==> config.mk <==
export PLATFORM = sky130hd
export DESIGN_NAME = lm_led_sequencer
export DESIGN_NICKNAME = d
export VERILOG_FILES = /design/src/rtl/lm_led_sequencer_pkg.sv /design/src/rtl/lm_led_sequencer_hold_timer.sv /design/src/rtl/lm_led_sequencer.sv
export SDC_FILE = /design/constraint.sdc
export NUM_CORES = 1
export LEC_CHECK = 0
export BUFFER_PORTS_ARGS = -buffer_cell sky130_fd_sc_hd__buf_2
export CAP_MARGIN = 20
export CORE_MARGIN = 1
export CORE_UTILIZATION = 53
export DETAILED_ROUTE_END_ITERATION = 8
export PLACE_DENSITY_LB_ADDON = 0.1
export SLEW_MARGIN = 5
export SYNTH_ARGS = -nofsm -noshare
export SYNTH_HDL_FRONTEND = slang
export SYNTH_HIERARCHICAL = 1
export SYNTH_SLANG_ARGS = --single-unit
==> constraint.sdc <==
create_clock -name clk -period 2.5 [get_ports clk]
set_clock_uncertainty 0.05 [all_clocks]
set_input_delay 0.125 -clock clk [delete_from_list [all_inputs] [get_ports clk]]
set_output_delay 0.125 -clock clk [all_outputs]
set_load 0.01 [all_outputs]
==> src/rtl/lm_led_sequencer_pkg.sv <==
// Shared constants for the LED sequencer: FSM encoding, counter widths and default timings.
// Pure definitions, no logic.
package LM_pkg;

   localparam logic [1:0] ST_IDLE  = 2'd0;
   localparam logic [1:0] ST_READ  = 2'd1;
   localparam logic [1:0] ST_LATCH = 2'd2;
   localparam logic [1:0] ST_HOLD  = 2'd3;

   localparam int SHOWN_CNT_W      = 16;
   localparam int WIDTH_LEDS       = 8;
   localparam int HOLD_CYCLES_DEF  = 1000;
   localparam int BLINK_CYCLES_DEF = 500;

   function automatic int lm_max(input int a, input int b);
      return (a > b) ? a : b;
   endfunction

endpackage

==> src/rtl/lm_led_sequencer_hold_timer.sv <==
// Load/decrement down-counter; expired is high while the count is zero.
// Priority: rst > clr > load > dec; decrementing stops at zero.
module LM_hold_timer #(
   parameter int CNT_W = 4
) (
   input  logic             clk,
   input  logic             rst,
   input  logic             clr,
   input  logic             load,
   input  logic [CNT_W-1:0] load_val,
   input  logic             dec,
   output logic [CNT_W-1:0] cnt,
   output logic             expired
);

   logic [CNT_W-1:0] cnt_q, cnt_d;

   always_comb begin
      cnt_d = cnt_q;
      if (clr) begin
         cnt_d = '0;
      end else if (load) begin
         cnt_d = load_val;
      end else if (dec && (cnt_q != '0)) begin
         cnt_d = cnt_q - 1'b1;
      end
   end

   always_ff @(posedge clk) begin
      if (rst) begin
         cnt_q <= '0;
      end else begin
         cnt_q <= cnt_d;
      end
   end

   assign cnt     = cnt_q;
   assign expired = (cnt_q == '0);

endmodule

==> src/rtl/lm_led_sequencer.sv <==
// Pops LED patterns from the LM FIFO and shows each for HOLD_CYCLES; leds follow a pop by two edges.
// Optional per-bit blinking during the hold is built when LM_BLINK_EN is defined.
module lm_led_sequencer
   import LM_pkg::*;
#(
   parameter int WIDTH          = WIDTH_LEDS,
   parameter int HOLD_CYCLES    = HOLD_CYCLES_DEF,
   parameter int CLEAR_ON_EMPTY = 1,
   parameter int BLINK_CYCLES   = BLINK_CYCLES_DEF
) (
   input  logic                   clk,
   input  logic                   rst,
   input  logic [WIDTH-1:0]       rd_data,
   input  logic                   fifo_empty,
   input  logic [WIDTH-1:0]       blink_mask,
   input  logic                   flush,
   output logic                   rd_en,
   output logic [WIDTH-1:0]       leds,
   output logic                   busy,
   output logic [SHOWN_CNT_W-1:0] shown_cnt
);

   localparam int               CNT_W     = $clog2(lm_max(HOLD_CYCLES, BLINK_CYCLES) + 1);
   localparam logic [CNT_W-1:0] HOLD_LOAD = CNT_W'(HOLD_CYCLES - 1);

   logic [1:0]             state_q, state_d;
   logic [WIDTH-1:0]       leds_reg_q, leds_reg_d;
   logic [SHOWN_CNT_W-1:0] shown_q, shown_d;
   logic                   hold_load, hold_dec, hold_expired;
   logic [CNT_W-1:0]       hold_cnt_unused;

   always_comb begin
      state_d    = state_q;
      leds_reg_d = leds_reg_q;
      shown_d    = shown_q;
      hold_load  = 1'b0;
      hold_dec   = 1'b0;
      case (state_q)
         ST_IDLE: begin
            if (!fifo_empty) state_d = ST_READ;
         end
         ST_READ: state_d = ST_LATCH;
         ST_LATCH: begin
            leds_reg_d = rd_data;
            hold_load  = 1'b1;
            if (shown_q != '1) shown_d = shown_q + 1'b1;
            state_d    = ST_HOLD;
         end
         default: begin
            if (hold_expired) begin
               if (!fifo_empty) begin
                  state_d = ST_READ;
               end else begin
                  state_d = ST_IDLE;
                  if (CLEAR_ON_EMPTY != 0) leds_reg_d = '0;
               end
            end else begin
               hold_dec = 1'b1;
            end
         end
      endcase
      // A pop already in flight is dropped: its data is never latched.
      if (flush) begin
         state_d    = ST_IDLE;
         leds_reg_d = '0;
         shown_d    = shown_q;
      end
   end

   always_ff @(posedge clk) begin
      if (rst) begin
         state_q    <= ST_IDLE;
         leds_reg_q <= '0;
         shown_q    <= '0;
      end else begin
         state_q    <= state_d;
         leds_reg_q <= leds_reg_d;
         shown_q    <= shown_d;
      end
   end

   LM_hold_timer #(.CNT_W(CNT_W)) u_hold_timer (
      .clk      (clk),
      .rst      (rst),
      .clr      (flush),
      .load     (hold_load),
      .load_val (HOLD_LOAD),
      .dec      (hold_dec),
      .cnt      (hold_cnt_unused),
      .expired  (hold_expired)
   );

   assign rd_en     = (state_q == ST_READ);
   assign busy      = (state_q != ST_IDLE);
   assign shown_cnt = shown_q;

`ifdef LM_BLINK_EN
   localparam logic [CNT_W-1:0] BLINK_LOAD = CNT_W'(BLINK_CYCLES - 1);

   logic [WIDTH-1:0] mask_q, mask_d;
   logic             phase_off_q, phase_off_d;
   logic             blink_load, blink_dec, blink_expired;
   logic [CNT_W-1:0] blink_cnt_unused;

   // Phase only advances while the hold is still running; any other state forces "on".
   always_comb begin
      mask_d      = mask_q;
      phase_off_d = 1'b0;
      blink_load  = 1'b0;
      blink_dec   = 1'b0;
      if (state_q == ST_LATCH) begin
         mask_d     = blink_mask;
         blink_load = 1'b1;
      end else if ((state_q == ST_HOLD) && !hold_expired) begin
         if (blink_expired) begin
            blink_load  = 1'b1;
            phase_off_d = ~phase_off_q;
         end else begin
            blink_dec   = 1'b1;
            phase_off_d = phase_off_q;
         end
      end
      if (flush) phase_off_d = 1'b0;
   end

   always_ff @(posedge clk) begin
      if (rst) begin
         mask_q      <= '0;
         phase_off_q <= 1'b0;
      end else begin
         mask_q      <= mask_d;
         phase_off_q <= phase_off_d;
      end
   end

   LM_hold_timer #(.CNT_W(CNT_W)) u_blink_timer (
      .clk      (clk),
      .rst      (rst),
      .clr      (flush),
      .load     (blink_load),
      .load_val (BLINK_LOAD),
      .dec      (blink_dec),
      .cnt      (blink_cnt_unused),
      .expired  (blink_expired)
   );

   assign leds = leds_reg_q & ~(mask_q & {WIDTH{phase_off_q}});
`else
   logic blink_mask_unused;
   assign blink_mask_unused = ^blink_mask;
   assign leds = leds_reg_q;
`endif

endmodule

==> flow_summary.json <==
{
  "outcome": "complete, no violations",
  "holdBufCountCts": 0,
  "static_leakage_nw": 0.938,
  "clock_power_share": 0.373,
  "worst_slew_margin_rel": 0.565,
  "ys_types": 60,
  "replace_congestion": 0.850,
  "fin_setup_tns_ps": 0,
  "die_y_um": 63.6,
  "grt_pass1_wl_um": 7450,
  "rows": 22,
  "synth_to_layout_area_growth_pct": 16.9,
  "antenna_left": 0,
  "period_minus_slack_ps": 2290,
  "synth_top_area_share": 0.358,
  "viasPerCell": 5.66,
  "overflow": 0,
  "top_cells_by_area_in_the_synthesized_netlist": "sky130_fd_sc_hd__dfxtp_1 (36%), sky130_fd_sc_hd__a21oi_1 (5.2%), sky130_fd_sc_hd__ha_1 (3.7%)",
  "cap_viol_max_count": 0,
  "worst_path_largest_cell_delay_ps": 590,
  "powerDensity_nw_per_um2": 443,
  "p_switching_mw": 0.246,
  "first_iteration_detailed_routing_drc_count": 128,
  "rsz_0062_raised_after_global_routing": "false",
  "drt_pre_antenna_iters": 4,
  "totalWireLength_um": 4290,
  "drive_above_1_share": 0.255,
  "drt_drc_violations_left": 0,
  "core_area_um2": 3660,
  "hpwl_um": 3130,
  "yosysWarnings": 6,
  "crit_required_ps": 2620,
  "critical-path-top-delay-family": "simple AND/OR/NAND/NOR gates",
  "critical_path_class": "register to register",
  "place_ws_ps": 212,
  "port-buffer-count": 37,
  "r2r_setup_slack_ps": 210,
  "timing.final.ws_setup_ps": 212,
  "critical_path.cell_chain": "or4_4, nor3_2, a21oi_1, or3_1, a22oi_1, nor2_1",
  "most_frequent_cells_in_the_layout": "sky130_fd_sc_hd__buf_2 (37), sky130_fd_sc_hd__dfxtp_1 (36), sky130_fd_sc_hd__a21oi_1 (21)",
  "insertion_delay_to_the_later_sink_of_the_worst_skew_pair_ps": 280,
  "ys_async_sr_fraction": 0,
  "pin_count_of_the_biggest_net_entering_global_routing": 23,
  "sequential_share_of_power": 0.557,
  "worstMarginPinSlew_ps": 647,
  "postLayoutCellArea_um2": 2350,
  "p_sw_frac": 0.236,
  "antenna_found_initial": 0,
  "critical_path_peak_fanout": 8,
  "worst_path_max_delay_cell": "sky130_fd_sc_hd__or4_4",
  "clockRootBuffer": "sky130_fd_sc_hd__clkbuf_8",
  "post_synth.cell_area_avg_um2": 8.86,
  "nNetsFinal": 301,
  "drt-wirelength-per-cell_um": 13.3,
  "synth.yosys.seq_area_share": 0.358,
  "achievable-frequency_mhz": 437,
  "comb_power_share": 0.070,
  "design_power_total_mw": 1.04,
  "grt_use_total": 0.230,
  "period_share": 0.915,
  "hold_violations": 0,
  "final_common_cell": "sky130_fd_sc_hd__buf_2",
  "floorplan.initialDensity": 0.550,
  "cts.clk_slew.worst_paths_ps": 70,
  "pin_count": 46,
  "synth-edff-count": 0,
  "maxSlewViolCount": 0,
  "setup_viol": 0,
  "first_global_vias": 1626,
  "cp-end-kind": "register",
  "min_path_type": "input port to register",
  "netlist.top_cell.by_area": "sky130_fd_sc_hd__dfxtp_1",
  "cts.htree.levels": 2,
  "yosys_most_used_dff": "sky130_fd_sc_hd__dfxtp_1",
  "cts_tree": "done",
  "cellInternalPower_mw": 0.795,
  "final_core_util": 0.643,
  "syn_area_um2": 2010,
  "floorplan.die.width_um": 63.6,
  "antenna-diode-count": 0,
  "cts_buffer_depth": 2,
  "start_kind": "register",
  "worstPathBufferInverterCount": 0,
  "tritoncts_num_sinks": 36,
  "place_area_um2": 2270,
  "post_synth_inst_count": 227,
  "cp.arrival_ps": 2400,
  "dieArea_um2": 4050,
  "detailroute.via_count": 1829,
  "cts_made_buffers": 5,
  "ys_seq_elements": 36,
  "vdd_ir_drop_max_uv": 248
}
[state kept, by name, summed over array words and instances, names as in the netlist]
| register | count |
|---|---|
| leds | 8 |
| shown_cnt | 16 |
| state_q | 2 |
| u_hold_timer/cnt | 10 |
[kinds of logic (layout without fill, tap and decap cells)]
family / count (synthesis) / in the layout / share of synthesized area
buffers and inverters: 19 / 59 / 0.0454
adder cells (fa/ha/maj): 6 / 6 / 0.0373
other: 2 / 10 / 0.00373
XOR/XNOR: 4 / 4 / 0.0174
AO/OA/AOI/OAI: 65 / 65 / 0.211
AND/OR/NAND/NOR: 89 / 89 / 0.295
multiplexers: 6 / 6 / 0.0317
flip-flops: 36 / 36 / 0.358
[power groups by stage]
stage               Combinational [mW]  Sequential, mW  Clock [mW]
floorplan                       0.0501           0.593           0
global placement                0.0713           0.593           0
detailed placement              0.0726           0.593           0
CTS                             0.0728           0.580       0.400
global route                    0.0816           0.580       0.426
finish                          0.0728           0.580       0.388
[synth_stat cells, types with 2 or more instances]
| master | count |
|---|---|
| sky130_fd_sc_hd__o31ai_1 | 5 |
| sky130_fd_sc_hd__or3_1 | 2 |
| sky130_fd_sc_hd__a22oi_1 | 8 |
| sky130_fd_sc_hd__nand2_1 | 10 |
| sky130_fd_sc_hd__nor4_1 | 5 |
| sky130_fd_sc_hd__dfxtp_1 | 36 |
| sky130_fd_sc_hd__or3_2 | 2 |
| sky130_fd_sc_hd__a31oi_1 | 3 |
| sky130_fd_sc_hd__or2_2 | 2 |
| sky130_fd_sc_hd__nor2b_1 | 5 |
| sky130_fd_sc_hd__or4_1 | 6 |
| sky130_fd_sc_hd__nor2_1 | 18 |
| sky130_fd_sc_hd__xnor2_1 | 3 |
| sky130_fd_sc_hd__and4b_1 | 2 |
| sky130_fd_sc_hd__mux2i_1 | 3 |
| sky130_fd_sc_hd__nand4b_1 | 2 |
| sky130_fd_sc_hd__clkbuf_1 | 3 |
| sky130_fd_sc_hd__conb_1 | 2 |
| sky130_fd_sc_hd__nand3_1 | 5 |
| sky130_fd_sc_hd__clkbuf_2 | 2 |
| sky130_fd_sc_hd__a211oi_1 | 6 |
| sky130_fd_sc_hd__inv_1 | 9 |
| sky130_fd_sc_hd__nor4_4 | 2 |
| sky130_fd_sc_hd__a21oi_1 | 21 |
| sky130_fd_sc_hd__mux2_2 | 2 |
| sky130_fd_sc_hd__o21ai_0 | 10 |
| sky130_fd_sc_hd__o211ai_1 | 2 |
| sky130_fd_sc_hd__and3_1 | 2 |
| sky130_fd_sc_hd__nand4_1 | 5 |
| sky130_fd_sc_hd__nor3_1 | 8 |
| sky130_fd_sc_hd__ha_1 | 6 |
| sky130_fd_sc_hd__o2111ai_1 | 2 |
[per-stage QoR]
stage / hold slack (ps) / cells
2_1_floorplan: 238 / 235
3_3_place_gp: 329 / 316
3_5_place_dp: 331 / 316
4_1_cts: 40.4 / 323
5_1_grt: 42.5 / 323
6_report: 43.1 / 323
[worst paths after layout]
kind	depth (start not counted)	start	to
max	6	u_hold_timer/cnt[2]	leds[0]
min	3	rd_data[5]	leds[5]
max reg2reg	6	u_hold_timer/cnt[2]	leds[0]
min reg2reg	2	leds[7]	leds[7]
[routing by layer]
metal	share of wire	GRT usage	up-vias
met4	0.0093	0.0881	0
li1	-	-	947
met5	0	0	-
met2	0.49	0.382	26
met3	0.027	0.0417	4
met1	0.47	0.293	852
[layout make-up]
cell class	instances	area, um^2
clock buffer	6	72.6
multi-input combinational	180	1230
tap	48	60.1
sequential	36	721
inverter	10	37.5
clock inverter	1	5.00
timing repair buffer	42	223
fill	322	1310
[timing repair]
item                                    CTS  global route
buffers inserted                          0             0
resized for setup                         0             2
endpoints found under the setup margin    0             1
[worst register-to-register path: stages, from the launching register on]
cell,delay [ps]
sky130_fd_sc_hd__dfxtp_1,390
sky130_fd_sc_hd__or4_4,590
sky130_fd_sc_hd__nor3_2,350
sky130_fd_sc_hd__a21oi_1,110
sky130_fd_sc_hd__or3_1,450
sky130_fd_sc_hd__a22oi_1,180
sky130_fd_sc_hd__nor2_1,60
Note: power is estimated with default switching activity, not from simulation.
